==> src/rtl/flip_engine.sv <==
// Reversi capture/flip stage: walks 8 directions from the placed cell and flips bracketed discs.
// Latency: 1 + W + F clock edges from start acceptance to done (W = cells examined, F = discs flipped).
// Backpressure: none; start is only sampled in IDLE, and busy is high while a move is in progress.
module flip_engine #(
  parameter int SIDE    = 8,
  parameter int CELL_W  = 3,
  parameter int BOARD_W = SIDE * SIDE * CELL_W
) (
  input  logic               clk,
  input  logic               resetn,        // active-high synchronous reset
  input  logic               start,
  input  logic [BOARD_W-1:0] board_in,
  input  logic [6:0]         index,
  input  logic               player_black,
  output logic               busy,
  output logic               done,
  output logic               err,
  output logic [4:0]         flip_count,
  output logic [BOARD_W-1:0] board_out
);

  typedef enum logic [1:0] {S_IDLE, S_WALK, S_FLIP, S_DONE} state_t;

  state_t state_q, state_d;

  logic [BOARD_W-1:0] board_q, board_d;
  logic [BOARD_W-1:0] board_out_q, board_out_d;
  logic               player_q, player_d;
  logic [2:0]         dir_q, dir_d;
  logic [2:0]         run_q, run_d;
  logic [4:0]         count_q, count_d;
  logic [4:0]         flip_count_q, flip_count_d;
  logic               err_q, err_d;
  logic [2:0]         org_r_q, org_r_d, org_c_q, org_c_d;
  logic [2:0]         cur_r_q, cur_r_d, cur_c_q, cur_c_d;

  // Placed-cell decode. A 7-bit index can never exceed 189, so only the
  // multiple-of-3 test can reject it.
  logic       idx_ok;
  logic [5:0] k_in;
  logic [2:0] own_cell;

  // Direction vector and neighbour lookup for the walk / flip cursors.
  logic signed [4:0] dr, dc, nr, nc;
  logic [2:0]        fr, fc;
  logic [7:0]        n_bit, f_bit;
  logic [2:0]        n_cell;
  logic              off_board, is_opp, is_own;
  logic              walk_flip, walk_adv, flip_last, adv, last_dir;

  // Decode the step delta for the current direction (N, NE, E, SE, S, SW, W, NW).
  always_comb begin
    dr = 5'sd0;
    dc = 5'sd0;
    case (dir_q)
      3'd0: begin dr = -5'sd1; dc =  5'sd0; end
      3'd1: begin dr = -5'sd1; dc =  5'sd1; end
      3'd2: begin dr =  5'sd0; dc =  5'sd1; end
      3'd3: begin dr =  5'sd1; dc =  5'sd1; end
      3'd4: begin dr =  5'sd1; dc =  5'sd0; end
      3'd5: begin dr =  5'sd1; dc = -5'sd1; end
      3'd6: begin dr =  5'sd0; dc = -5'sd1; end
      default: begin dr = -5'sd1; dc = -5'sd1; end
    endcase
  end

  // Classify the next cell along the walk and the cell being rewritten in FLIP.
  always_comb begin
    idx_ok    = (index % 7'd3) == 7'd0;
    k_in      = 6'(index / 7'd3);
    own_cell  = {2'b11, player_q};
    nr        = $signed({2'b00, cur_r_q}) + dr;
    nc        = $signed({2'b00, cur_c_q}) + dc;
    // Rows/cols outside 0..7 show up as bit 4 (negative) or bit 3 (== 8);
    // this is what stops an E step from column 7 wrapping to the next row.
    off_board = nr[4] | nr[3] | nc[4] | nc[3];
    n_bit     = {2'b00, nr[2:0], nc[2:0]} * 8'd3;
    n_cell    = board_q[n_bit +: CELL_W];
    is_opp    = !off_board && n_cell[2] && (n_cell[0] != player_q);
    is_own    = !off_board && n_cell[2] && (n_cell[0] == player_q);
    // Flip cursor steps back toward the origin; the result is always on-board,
    // so modulo-8 arithmetic on the low bits is exact.
    fr        = cur_r_q - dr[2:0];
    fc        = cur_c_q - dc[2:0];
    f_bit     = {2'b00, fr, fc} * 8'd3;
    last_dir  = dir_q == 3'd7;
    walk_flip = (state_q == S_WALK) && is_own && (run_q != 3'd0);
    walk_adv  = (state_q == S_WALK) && !is_opp && !walk_flip;
    flip_last = (state_q == S_FLIP) && (run_q == 3'd1);
    adv       = walk_adv || flip_last;
  end

  // FSM next-state logic.
  always_comb begin
    state_d = state_q;
    case (state_q)
      S_IDLE: if (start) state_d = idx_ok ? S_WALK : S_DONE;
      S_WALK: begin
        if (walk_flip)     state_d = S_FLIP;
        else if (adv)      state_d = last_dir ? S_DONE : S_WALK;
      end
      S_FLIP: if (adv)     state_d = last_dir ? S_DONE : S_WALK;
      default:             state_d = S_IDLE;
    endcase
  end

  // Datapath next values: latch request, step cursor, rewrite cells, publish on DONE entry.
  always_comb begin
    board_d      = board_q;
    board_out_d  = board_out_q;
    player_d     = player_q;
    dir_d        = dir_q;
    run_d        = run_q;
    count_d      = count_q;
    flip_count_d = flip_count_q;
    err_d        = err_q;
    org_r_d      = org_r_q;
    org_c_d      = org_c_q;
    cur_r_d      = cur_r_q;
    cur_c_d      = cur_c_q;

    case (state_q)
      S_IDLE: begin
        if (start) begin
          board_d  = board_in;
          player_d = player_black;
          dir_d    = 3'd0;
          run_d    = 3'd0;
          count_d  = 5'd0;
          err_d    = !idx_ok;
          org_r_d  = k_in[5:3];
          org_c_d  = k_in[2:0];
          cur_r_d  = k_in[5:3];
          cur_c_d  = k_in[2:0];
        end
      end
      S_WALK: begin
        if (is_opp || walk_flip) begin
          cur_r_d = nr[2:0];
          cur_c_d = nc[2:0];
          if (is_opp) run_d = run_q + 3'd1;
        end
      end
      S_FLIP: begin
        board_d[f_bit +: CELL_W] = own_cell;
        cur_r_d = fr;
        cur_c_d = fc;
        run_d   = run_q - 3'd1;
        count_d = count_q + 5'd1;
      end
      default: ;
    endcase

    if (adv) begin
      dir_d   = dir_q + 3'd1;
      run_d   = 3'd0;
      cur_r_d = org_r_q;
      cur_c_d = org_c_q;
    end

    // Results become visible in the same cycle that done is high.
    if (state_d == S_DONE) begin
      board_out_d  = board_d;
      flip_count_d = count_d;
    end
  end

  // FSM outputs.
  always_comb begin
    busy = state_q != S_IDLE;
    done = state_q == S_DONE;
  end

  assign err        = err_q;
  assign flip_count = flip_count_q;
  assign board_out  = board_out_q;

  // State register; reset abandons any walk in progress.
  always_ff @(posedge clk) begin
    if (resetn) state_q <= S_IDLE;
    else        state_q <= state_d;
  end

  // Datapath registers.
  always_ff @(posedge clk) begin
    if (resetn) begin
      board_q      <= '0;
      board_out_q  <= '0;
      player_q     <= 1'b0;
      dir_q        <= 3'd0;
      run_q        <= 3'd0;
      count_q      <= 5'd0;
      flip_count_q <= 5'd0;
      err_q        <= 1'b0;
      org_r_q      <= 3'd0;
      org_c_q      <= 3'd0;
      cur_r_q      <= 3'd0;
      cur_c_q      <= 3'd0;
    end else begin
      board_q      <= board_d;
      board_out_q  <= board_out_d;
      player_q     <= player_d;
      dir_q        <= dir_d;
      run_q        <= run_d;
      count_q      <= count_d;
      flip_count_q <= flip_count_d;
      err_q        <= err_d;
      org_r_q      <= org_r_d;
      org_c_q      <= org_c_d;
      cur_r_q      <= cur_r_d;
      cur_c_q      <= cur_c_d;
    end
  end

endmodule

==> config.mk <==
export PLATFORM = sky130hd
export DESIGN_NAME = flip_engine
export DESIGN_NICKNAME = d
export VERILOG_FILES = /design/src/rtl/flip_engine.sv
export SDC_FILE = /design/constraint.sdc
export NUM_CORES = 1
export LEC_CHECK = 0
export CAP_MARGIN = 25
export CORE_AREA = 2 2 208 210
export CTS_CLUSTER_SIZE = 30
export DETAILED_ROUTE_END_ITERATION = 10
export DIE_AREA = 0 0 210 212
export PLACE_DENSITY = 0.78
export SYNTH_ARGS = -nofsm -noshare
export SYNTH_HDL_FRONTEND = slang
export SYNTH_SLANG_ARGS = --single-unit
==> constraint.sdc <==
create_clock -name clk -period 6.8 [get_ports clk]
set_input_delay 1.02 -clock clk [delete_from_list [all_inputs] [get_ports clk]]
set_output_delay 1.02 -clock clk [all_outputs]
set_load 0.02 [all_outputs]
# After elaboration in Yosys (flattened, before gate mapping)

Index checks and enable logic that the tools add are counted.

Word-level logic and storage cells: 110
Output and inout port bits: 200
Input bits: 203
Flip-flop bits (word level): 416

Equal/unequal tests: 19
Add/sub/neg operators: 9
Reduce and logical (&&, ||, !) cells: 32
Multiply operators: 2
Bitwise operators: 3
Shift-type cells: 3
Div/mod/pow operators: 2
Multiplexer cells: 27

Operators with widths:

| cell                                                                      | number |
|---|---|
| 192-bit one-hot mux with 2 select lines                                   | 1 |
| 192-bit bitwise mux                                                       | 1 |
| 192-bit two-way mux                                                       | 1 |
| 3-bit by 10-bit variable shift with 192-bit output (first input constant) | 1 |
| 192-bit by 9-bit indexed part select with 3-bit output                    | 1 |
| 3-bit by 10-bit indexed part select with 192-bit output                   | 1 |
| 3-bit two-way mux                                                         | 11 |
| 5-bit one-hot mux with 2 select lines                                     | 3 |
| 3-bit one-hot mux with 3 select lines                                     | 3 |
| 6-bit by 2-bit multiplier with 8-bit output (second input constant)       | 2 |
| 3-bit == test (second input constant)                                     | 4 |
| 4-bit by 5-bit adder with 5-bit output                                    | 2 |
| 2-bit two-way mux                                                         | 5 |
| 8-bit negation with 10-bit output                                         | 1 |
| 1-bit logical AND                                                         | 8 |
| 7-bit by 2-bit divider with 7-bit output (second input constant)          | 1 |
| 7-bit zero test                                                           | 1 |
| 7-bit by 2-bit modulo with 7-bit output (second input constant)           | 1 |
| 3-bit by 1-bit adder with 3-bit output (second input constant)            | 2 |
| 2-bit == test (second input constant)                                     | 3 |
| 3-bit by 1-bit == test with 1-bit output (second input constant)          | 2 |
| 3-bit by 2-bit == test with 1-bit output (second input constant)          | 2 |
| 2-bit one-hot mux with 3 select lines                                     | 1 |
| 2-bit nonzero test                                                        | 3 |
| other kinds (23)                                                          | 36 |

# Depth between registers and ports, before layout

Gate-level depths: netlist (run 1).

Depth after elaboration: 19
Mapped depth: 21
Depth with buffers taken out: 16

# Worst setup path after synthesis (run 1)

Ideal clock, no wire load.

Path kind: register to register
Start: register dir_q[0]
End: register board_out_q[100], in the netlist board_out[100]
Setup time: 0.121 ns
Path slack: 2.023 ns
Data arrival time: 4.656 ns
Cell stages (with the launch flop): 20
Period minus slack after synthesis: 4.777 ns
Path buffers: 4
Data required time: 6.679 ns
Cell sequence: dfxtp_1 -> inv_1 -> ha_1 -> nor2_1 -> o21ai_0 -> inv_1 -> fa_1 -> buf_2 -> buf_4 -> mux4_2 -> mux4_2 -> or2_1 -> nand4_1 -> xnor2_1 -> o21ai_0 -> o311ai_2 -> o21ai_4 -> buf_6 -> buf_8 -> mux2_4

Word-level cells in the longest chain between the ends: 19
Elaborated cells on any way between the ends: 47
Those cells by class: 5 x add/sub; 2 x mul; 10 x eq/ne; 3 x shift; 8 x mux; 3 x bitwise; 16 x reduce/logical

Ends and longest elaborated chain:

| item                                                                                                 | RTL line | source |
|---|---|---|
| from (decl)                                                                                          | 29       | `logic [2:0] dir_q, dir_d;` |
| from (signal assigned)                                                                               | 203      | `dir_q <= dir_d;` |
| parallel branches: the longest is 19 deep, another holds 6-bit by 2-bit multiplier with 8-bit output | --       |  |
| to (signal assigned)                                                                                 | 201      | `board_out_q <= board_out_d;` |
| to (decl)                                                                                            | 27       | `logic [BOARD_W-1:0] board_out_q, board_out_d;` |

Several ways; the timed one is not identified.
A chain may end at the register's enable or synchronous reset.

# Worst setup path after layout (run 1)

Start: register dir_q[0]
End: register board_out_q[5], in the netlist board_out[5]

The elaborated chain is that of the path after synthesis.

==> results of run 1 <==
cells by family after synthesis:
group,count (synthesis)
and+or+nand+nor,769
AOI/OAI and AO/OA,437
DFF,416
muxes,310
buffers and inverters,213
adders and majority gates,39
xor gates and xnor gates,22
layer usage:
layer | track usage | part of all wire | wire (um)
met4 | 0.120 | 0.037 | 2620
met2 | 0.508 | 0.47 | 33500
met5 | 0 | 0.00088 | 63
met3 | 0.0702 | 0.082 | 5840
met1 | 0.399 | 0.41 | 29200
placed cells by master (no fill, tap or decap), types with 64 or more instances in the layout:
| cell | n |
|---|---|
| mux2_4 | 130 |
| dfxtp_1 | 415 |
| a222oi_1 | 64 |
| a31oi_1 | 134 |
| clkdlybuf4s50_1 | 401 |
| o21ai_0 | 141 |
| nand2_1 | 291 |
| mux2_2 | 135 |
| nor2b_1 | 206 |
| nor2_1 | 181 |
area by class of cell:
class	count	area share
Multi-Input combinational cell	1577	0.439
Sequential cell	416	0.312
Timing Repair Buffer	426	0.161
Clock buffer	63	0.0476
Tap cell	546	0.0256
Clock inverter	15	0.00946
Inverter	35	0.00492
Antenna cell	8	0.000749
per-stage QoR:
step                power (mW)  setup WS, ns  hold WS (ns)
floorplan                 7.77          2.02         0.451
global placement          9.68          1.07         0.468
detailed placement        9.84         0.834         0.480
CTS                       12.4         0.839         0.493
global route              13.0         0.565         0.523
finish                    12.5         0.796         0.487
flip-flops by register name, summed over array words and instances, names as in the netlist:
| signal | cells |
|---|---|
| run_q | 3 |
| board_q | 192 |
| state_q | 2 |
| board_out | 192 |
| player_q | 1 |
| count_q | 5 |
| err | 1 |
| cur_c_q | 3 |
| flip_count | 5 |
| cur_r_q | 3 |
| org_r_q | 3 |
| org_c_q | 3 |
| dir_q | 3 |
worst paths after layout:
| path | start | end | slack, ns | cells after the start |
|---|---|---|---|---|
| setup / recovery | dir_q[0] | board_out[5] | 0.80 | 17 |
| hold / removal | org_r_q[2] | org_r_q[2] | 0.49 | 2 |
| setup reg to reg | dir_q[0] | board_out[5] | 0.80 | 17 |
| hold reg to reg | org_r_q[2] | org_r_q[2] | 0.49 | 2 |
worst max-delay path, cell delays in order, from the launching register on:
cell and delay [ns]:
dfxtp_1 0.33, inv_1 0.17, ha_1 0.22, nor2_1 0.05
o21ai_0 0.48, inv_1 0.24, fa_2 0.58, buf_4 0.32
mux4_2 0.56, mux4_2 0.46, or2_1 0.25, nand4_1 0.12
mux2i_1 0.09, o311ai_1 0.36, o311ai_2 0.24, o21ai_4 0.48
buf_12 0.39, mux2_2 0.40
where the power goes:
| part | internal, mW | total (mW) | switching, mW |
|---|---|---|---|
| logic | 2.60 | 6.58 | 3.98 |
| clock network | 1.53 | 2.56 | 1.03 |
| registers | 2.98 | 3.37 | 0.388 |
==> out/qor.csv, run 1 <==
metric,value,unit
hp-class,reg2reg,
cts_setup_buffers,0,
synth.most_common_cell,dfxtp_1,
synth-edff-count,0,
dpl_cell_area,25200,sq um
synth_cell_types,80,
synth_top_family_by_area,multiplexers,
vdd_ir_drop_max,0.000393,V
die_x,210,um
worstSetupPathType,reg2reg,
layout-drive-gt1-share,0.164,
leakage,10.2,nW
grt_max_degree,158,
clkTransAtPathRegs,0.06,ns
final_util,0.629,
seq_area,8330,sq um
synth_xor_area_frac,0.00954,
synthArstFlopShare,0,
syn-num-nets,2447,
postSynthAreaPerCell,9.52,sq um
synthDominantCellAreaShare,0.397,
avgViaCountPerCell,6.01,
postCtsHoldBufs,0,
ys_ff_latch,416,
core_area,42500,sq um
maxSlewViolCount,0,
synth_mux_area_frac,0.207,
cts_tree,done,
crit_required,7.24,ns
routed_wirelength,71.2,mm
end_kind,register,
dpl.cell_count,2999,
yosysSeqAreaShare,0.397,
synth_adder_area_share,0.0246,
io_pins,403,
grt_pass1_vias,18200,
clock-sinks,416,
finalCritPeriodShare,0.883,
gp_congestion,0.933,
fill_cells,3397,
arrival,6.44,ns
clk_latency,0.59,ns
design.die.area,44500,sq um
portBuffers,402,
grt-ovfl-total,0,
worstPathMaxFanout,68,
grt_pass1_wl,107,mm
antenna_found_initial,13,
cts_resized,0,
setup_tns,0,ns
synthTopCellsByArea,"dfxtp_1 40%, mux2_4 9.3%, mux2_2 7.2%",
nNetsFinal,2741,
powerDensity,468,nW/um^2
drtIter0Drc,2079,
stdcell_area,26700,sq um
drc_errors,0,
tightest_slew,1.09,ns
die_y,212,um
syn_inst,2206,
synth_flop_cell,dfxtp_1,
critPathLaunchType,register,
maxSlewHeadroom,0.270,
fp-row-count,76,
yosys_warnings,0,
cts_inserted_buffers,44,
finalCriticalPeriod,6.00,ns
dp_hpwl,48.5,mm
initial_utilization,0.494,
status,finished clean,
yosys-top-cells-count,"416 x dfxtp_1, 292 x nand2_1, 206 x nor2b_1",
postRouteAntennaNets,0,
clock_tree.root_cell,clkbuf_16,
cts.path.max_buffers,3,
yosys.area_share.simple,0.174,
htreeDepth,2,
syn-cell-area,21000,sq um
instances_no_fill,3086,
multi_input_area,11700,sq um
grtUsageTotal,0.310,
wl_per_cell,23.1,um
area_growth,27.3,%
via_count,18500,
fin_skew,0.0391,ns
synth_compound_area_frac,0.141,
cap_violations,0,
max_freq,167,MHz
dr.pass1.iters,9,
synth_top_area_cell,dfxtp_1,
hold_violations,0,
setup_violations,0,
grt_setup_unrepaired,no,
Note: power is estimated with default switching activity, not from simulation.
==> run 2, diff against run 1 <==
SLEW_MARGIN = 20   (was not set)
==> run 2 against run 1 <==
Clock power decreased by 3%. Routed wire length decreased by 0.53%. Worst setup slack improved by 0.057 ns. Non-clock buffer count unchanged. Sequential share of layout area about the same. Worst hold slack got worse by 0.0021 ns. Fmax increased by 0.95%. Critical path type unchanged.
==> out/qor.csv, run 2 (synthesized netlist as in run 1, its figures left out) <==
metric,value,unit,change
grtUsageTotal,0.306,,was 0.310
power,12.4,mW,was 12.5 mW
layout-drive-gt1-share,0.167,,was 0.164
grt_max_degree,158,,unchanged
fp-row-count,76,,unchanged
setup_violations,0,,unchanged
clkTransAtPathRegs,0.06,ns,about the same
layout_setup_ws,0.853,ns,was 0.796 ns
finalCriticalPeriod,5.95,ns,was 6.00 ns
routed_wirelength,70.8,mm,was 71.2 mm
status,finished clean,,unchanged
end_kind,register,,unchanged
gp_congestion,0.933,,unchanged
setup_tns,0,ns,unchanged
cp-startpoint,dir_q[0],,unchanged
path_cells,inv_1 -> ha_1 -> nor2_1 -> o21ai_0 -> inv_1 -> fa_2 -> buf_4 -> mux4_2 -> mux4_2 -> or2_1 -> nand4_1 -> mux2i_1 -> o311ai_1 -> o311ai_2 -> o21ai_4 -> buf_12 -> mux2_2,,unchanged
reg2reg_from,dir_q[0],,unchanged
slowest_stage,fa_2,,unchanged
portBuffers,402,,unchanged
worstPathMaxFanout,68,,unchanged
crit_family,compound AO/OA/AOI/OAI gates,,unchanged
p_sw,5.42,mW,was 5.40 mW
critPathBufInv,4,,unchanged
cts.path.max_buffers,3,,unchanged
arrival,6.41,ns,was 6.44 ns
slowest_delay,0.59,ns,was 0.58 ns
grt_setup_unrepaired,no,,unchanged
finalCritPeriodShare,0.875,,was 0.883
cts_setup_buffers,0,,unchanged
hp-start,org_r_q[2],,unchanged
critPathLaunchType,register,,unchanged
cap_violations,0,,unchanged
leakage,10.2,nW,about the same
clock_tree.root_cell,clkbuf_16,,unchanged
die_y,212,um,unchanged
avgViaCountPerCell,5.99,,was 6.01
min_path_cells,2,,unchanged
grt_pass1_wl,106,mm,was 107 mm
clock-sinks,416,,unchanged
maxSlewViolCount,0,,unchanged
htreeDepth,2,,unchanged
drc_errors,0,,unchanged
cts_inserted_buffers,45,,was 44
postCtsHoldBufs,0,,unchanged
vdd_ir_drop_max,0.000402,V,was 0.000393 V
drtIter0Drc,2184,,was 2079
hp-class,reg2reg,,unchanged
grt_pass1_vias,18200,,about the same
final_cell_mix,"415 x dfxtp_1, 401 x clkdlybuf4s50_1, 291 x nand2_1",,unchanged
r2r_slack,0.85,ns,was 0.80 ns
tightest_slew,1.16,ns,was 1.09 ns
place_ws,0.842,ns,was 0.834 ns
io_pins,403,,unchanged
seqPwrFrac,0.270,,was 0.269
final_common_cell,dfxtp_1,,unchanged
power.internal,7.02,mW,was 7.11 mW
whs_endpoint,org_r_q[2],,unchanged
hold_violations,0,,unchanged
worstSetupPathType,reg2reg,,unchanged
area_growth,27.3,%,about the same
dr.pass1.iters,10,,was 9
postRouteAntennaNets,0,,unchanged
via_count,18500,,about the same
antenna_found_initial,13,,unchanged
dp_hpwl,48.5,mm,about the same
clkPwrFrac,0.200,,was 0.205
cts_tree,done,,unchanged
max_freq,168,MHz,was 167 MHz
r2r-end,board_out[36],,was board_out[5]
die_x,210,um,unchanged
clk_latency,0.60,ns,was 0.59 ns
nNetsFinal,2742,,was 2741
design.die.area,44500,sq um,unchanged
final_util,0.629,,about the same
crit_required,7.26,ns,was 7.24 ns
grt-ovfl-total,0,,unchanged
powerDensity,465,nW/um^2,was 468 nW/um^2
switching_share,0.436,,was 0.432
initial_utilization,0.494,,unchanged
maxSlewHeadroom,0.223,,was 0.270
cts_resized,0,,unchanged
wl_per_cell,22.9,um,was 23.1 um
core_area,42500,sq um,unchanged
pwr-share-comb,0.529,,was 0.526
rr_worst_depth,17,,unchanged
fin_skew,0.0450,ns,was 0.0391 ns
run 2: area by class of cell:
cell class	instances	area (sq um)
Fill cell	3421	15800
Multi-Input combinational cell	1577	11700
Sequential cell	416	8330
Timing Repair Buffer	426	4310
Clock buffer	61	1320
Tap cell	546	683
Clock inverter	23	200
Inverter	35	131
Antenna cell	12	30.0
run 2: through the flow:
stage	instances	hold WS, ns	area [sq um]
6_report	3096	0.485	26700
5_1_grt	3091	0.524	26700
4_1_cts	3083	0.493	26700
3_5_place_dp	2999	0.480	25200
3_3_place_gp	2998	0.468	25100
2_1_floorplan	2206	0.451	21000
run 2: worst min-delay path, cell delays in order, from the launching register on:
cell     delay, ns
dfxtp_1       0.32
a21oi_1       0.06
nor2_1        0.07
run 2: how the worst max path moves through the flow:
stage / endpoint / slack, ns / cells after the start
final: board_out[36] / 0.85 / 17
after global routing: board_out[44] / 0.52 / 17
after CTS: board_out[122] / 0.84 / 17
after detailed placement: board_out[145] / 0.84 / 15
after global placement: board_out[142] / 1.07 / 14
after floorplan: board_out[100] / 2.02 / 19
run 2: power groups by stage:
stage               registers, mW  logic [mW]  clock network, mW
floorplan                    3.58        4.19                  0
detailed placement           3.39        6.45                  0
global placement             3.38        6.30                  0
CTS                          3.35        6.49               2.51
finish                       3.36        6.58               2.49
global route                 3.41        6.94               2.61
run 2: layer usage:
| layer | GRT usage | routed length, um |
|---|---|---|
| met2 | 0.494 | 33100 |
| met1 | 0.395 | 29000 |
| met4 | 0.136 | 2800 |
| met5 | 0 | 62 |
| met3 | 0.0651 | 5840 |
==> variant (settings of run 1) <==
The 4 states of `state_t` get a one-hot encoding in 4 bits.
--- a/src/rtl/flip_engine.sv
+++ b/src/rtl/flip_engine.sv
@@ -21,3 +21,3 @@
 
-  typedef enum logic [1:0] {S_IDLE, S_WALK, S_FLIP, S_DONE} state_t;
+  typedef enum logic [3:0] {S_IDLE = 4'b0001, S_WALK = 4'b0010, S_FLIP = 4'b0100, S_DONE = 4'b1000} state_t;
 
Behaviour: no difference found for any inputs over 4 cycles, from zero or initial values and one cycle with resetn high; so few cycles prove little.
==> variant against run 1 <==
- global-route usage shrank 0.90 points
- via count shrank 2.1%
- design area shrank 3.6%
- setup slack gained 0.012 ns
- final cell count grew 0.23%
- clock skew shrank 0.020 ns
- synthesized area shrank 5.9%
- die area is the same
- sequential cell count grew 2
- wire length shrank 2.6%
- critical path depth is the same
- critical path type unchanged
- critical endpoint is now board_out[82]$_SDFFE_PP0N_
Power is not compared: it rests on default switching activity, and its combinational part moved more than twofold at a synthesized area within 25%.
==> variant: results <==
metrics = {
    "logic_synthesis": {
        "synth_nets": 2400,
        "async_reset_ff_frac": 0,
        "synthXorXnorAreaFrac": 0.00880,
        "synth_area_per_cell_um2": 9.14,
        "ys_seq_area_frac": 0.423,
        "ys_warn_count": 0,
        "synthTopCellsByArea": "dfxtp_1 42%, nand2_1 7.6%, mux2_1 6.8%",
        "synth-compound-area-share": 0.132,
        "synth-adder-area-share": 0.0230,
        "synth_cell_type_count": 64,
        "synthMuxAreaShare": 0.168,
        "synthTopCellsByCount": "418 x dfxtp_1, 401 x nand2_1, 212 x nor2b_1, 135 x a31oi_1, 119 x mux2_1",
    },
    "sta": {
        "clock_skew_ns": 0.0195,
        "tightest_slew_ns": 1.04,
    },
    "worst_setup_path": {
        "slowest_stage": "fa_2",
        "cp_slowest_stage_delay_ns": 0.89,
        "path_max_fanout": 57,
        "arrival_ns": 6.45,
    },
    "finish": {
        "drive_above_1_share": 0.106,
        "final_nets": 2739,
    },
    "placement": {
        "dp_hpwl_um": 48000,
        "io_buffers": 402,
        "gp_congestion": 0.910,
        "placed_cell_area_um2": 24200,
    },
    "pwr": {
        "pg_clk_mw": 2.52,
        "comb_power_share": 0.307,
        "seq_power_share": 0.368,
        "ir_worst_vdd_uv": 241,
    },
    "clock_tree": {
        "cts-htree-levels": 2,
        "cts-resized-gates": 0,
        "numCtsBuffers": 45,
        "cts_setup_buffers": 0,
        "clkTransAtPathRegs_ns": 0.06,
        "cts_root_buf": "clkbuf_16",
        "cts_buffer_depth": 3,
    },
    "grt": {
        "grt_pass1_wl_um": 105000,
        "antenna_found_initial": 15,
        "grt_max_degree": 177,
        "track_usage": 0.301,
    },
    "drt": {
        "drt-wirelength-per-cell_um": 22.4,
        "wirelength_um": 69300,
        "drt-pass1-iter-count": 8,
        "drt_iter0_drc": 1741,
        "num_vias": 18140,
    },
    "status": {
        "outcome": "completed",
    },
    "hold_path": {
        "holdCritPathClass": "flop to flop",
    },
}
==> variant: stage by stage <==
step / hold slack (ns) / setup WS, ns / utilization
after floorplan: 0.447 / 2.30 / -
after global routing: 0.503 / 0.523 / 0.606
after detailed placement: 0.477 / 0.844 / 0.570
after CTS: 0.488 / 0.861 / 0.605
final: 0.488 / 0.808 / 0.606
after global placement: 0.459 / 1.03 / 0.569
==> variant: kinds of logic after synthesis <==
| kind of cell | count (synthesis) |
|---|---|
| and+or+nand+nor | 850 |
| AOI/OAI and AO/OA | 395 |
| buffers and inverters | 185 |
| muxes | 262 |
| DFF | 418 |
| adders and majority gates | 34 |
| xor gates and xnor gates | 19 |
==> variant: layout make-up <==
class                   instances  area [um2]
inverters                      28         105
clock inverters                14         160
well taps                     546         683
multi-input cells            1560       10600
diodes                         13        32.5
flip-flops and latches        418        8370
repair buffers                449        4450
clock buffers                  65        1340
fillers                      3579       16700
==> variant: final timing paths <==
kind	slack, ns	from	endpoint	cells after the start
min	0.49	board_q[85]$_SDFF_PP0_	board_q[85]$_SDFF_PP0_	2
max	0.81	dir_q[0]$_SDFFE_PP0P_	board_out[82]$_SDFFE_PP0N_	17
min reg2reg	0.49	board_q[85]$_SDFF_PP0_	board_q[85]$_SDFF_PP0_	2
max reg2reg	0.81	dir_q[0]$_SDFFE_PP0P_	board_out[82]$_SDFFE_PP0N_	17
==> variant: per-layer routing <==
metal,track usage,part of all wire
met1,0.371,0.39
met2,0.491,0.48
met3,0.0758,0.083
met4,0.151,0.047
met5,0,0.00081
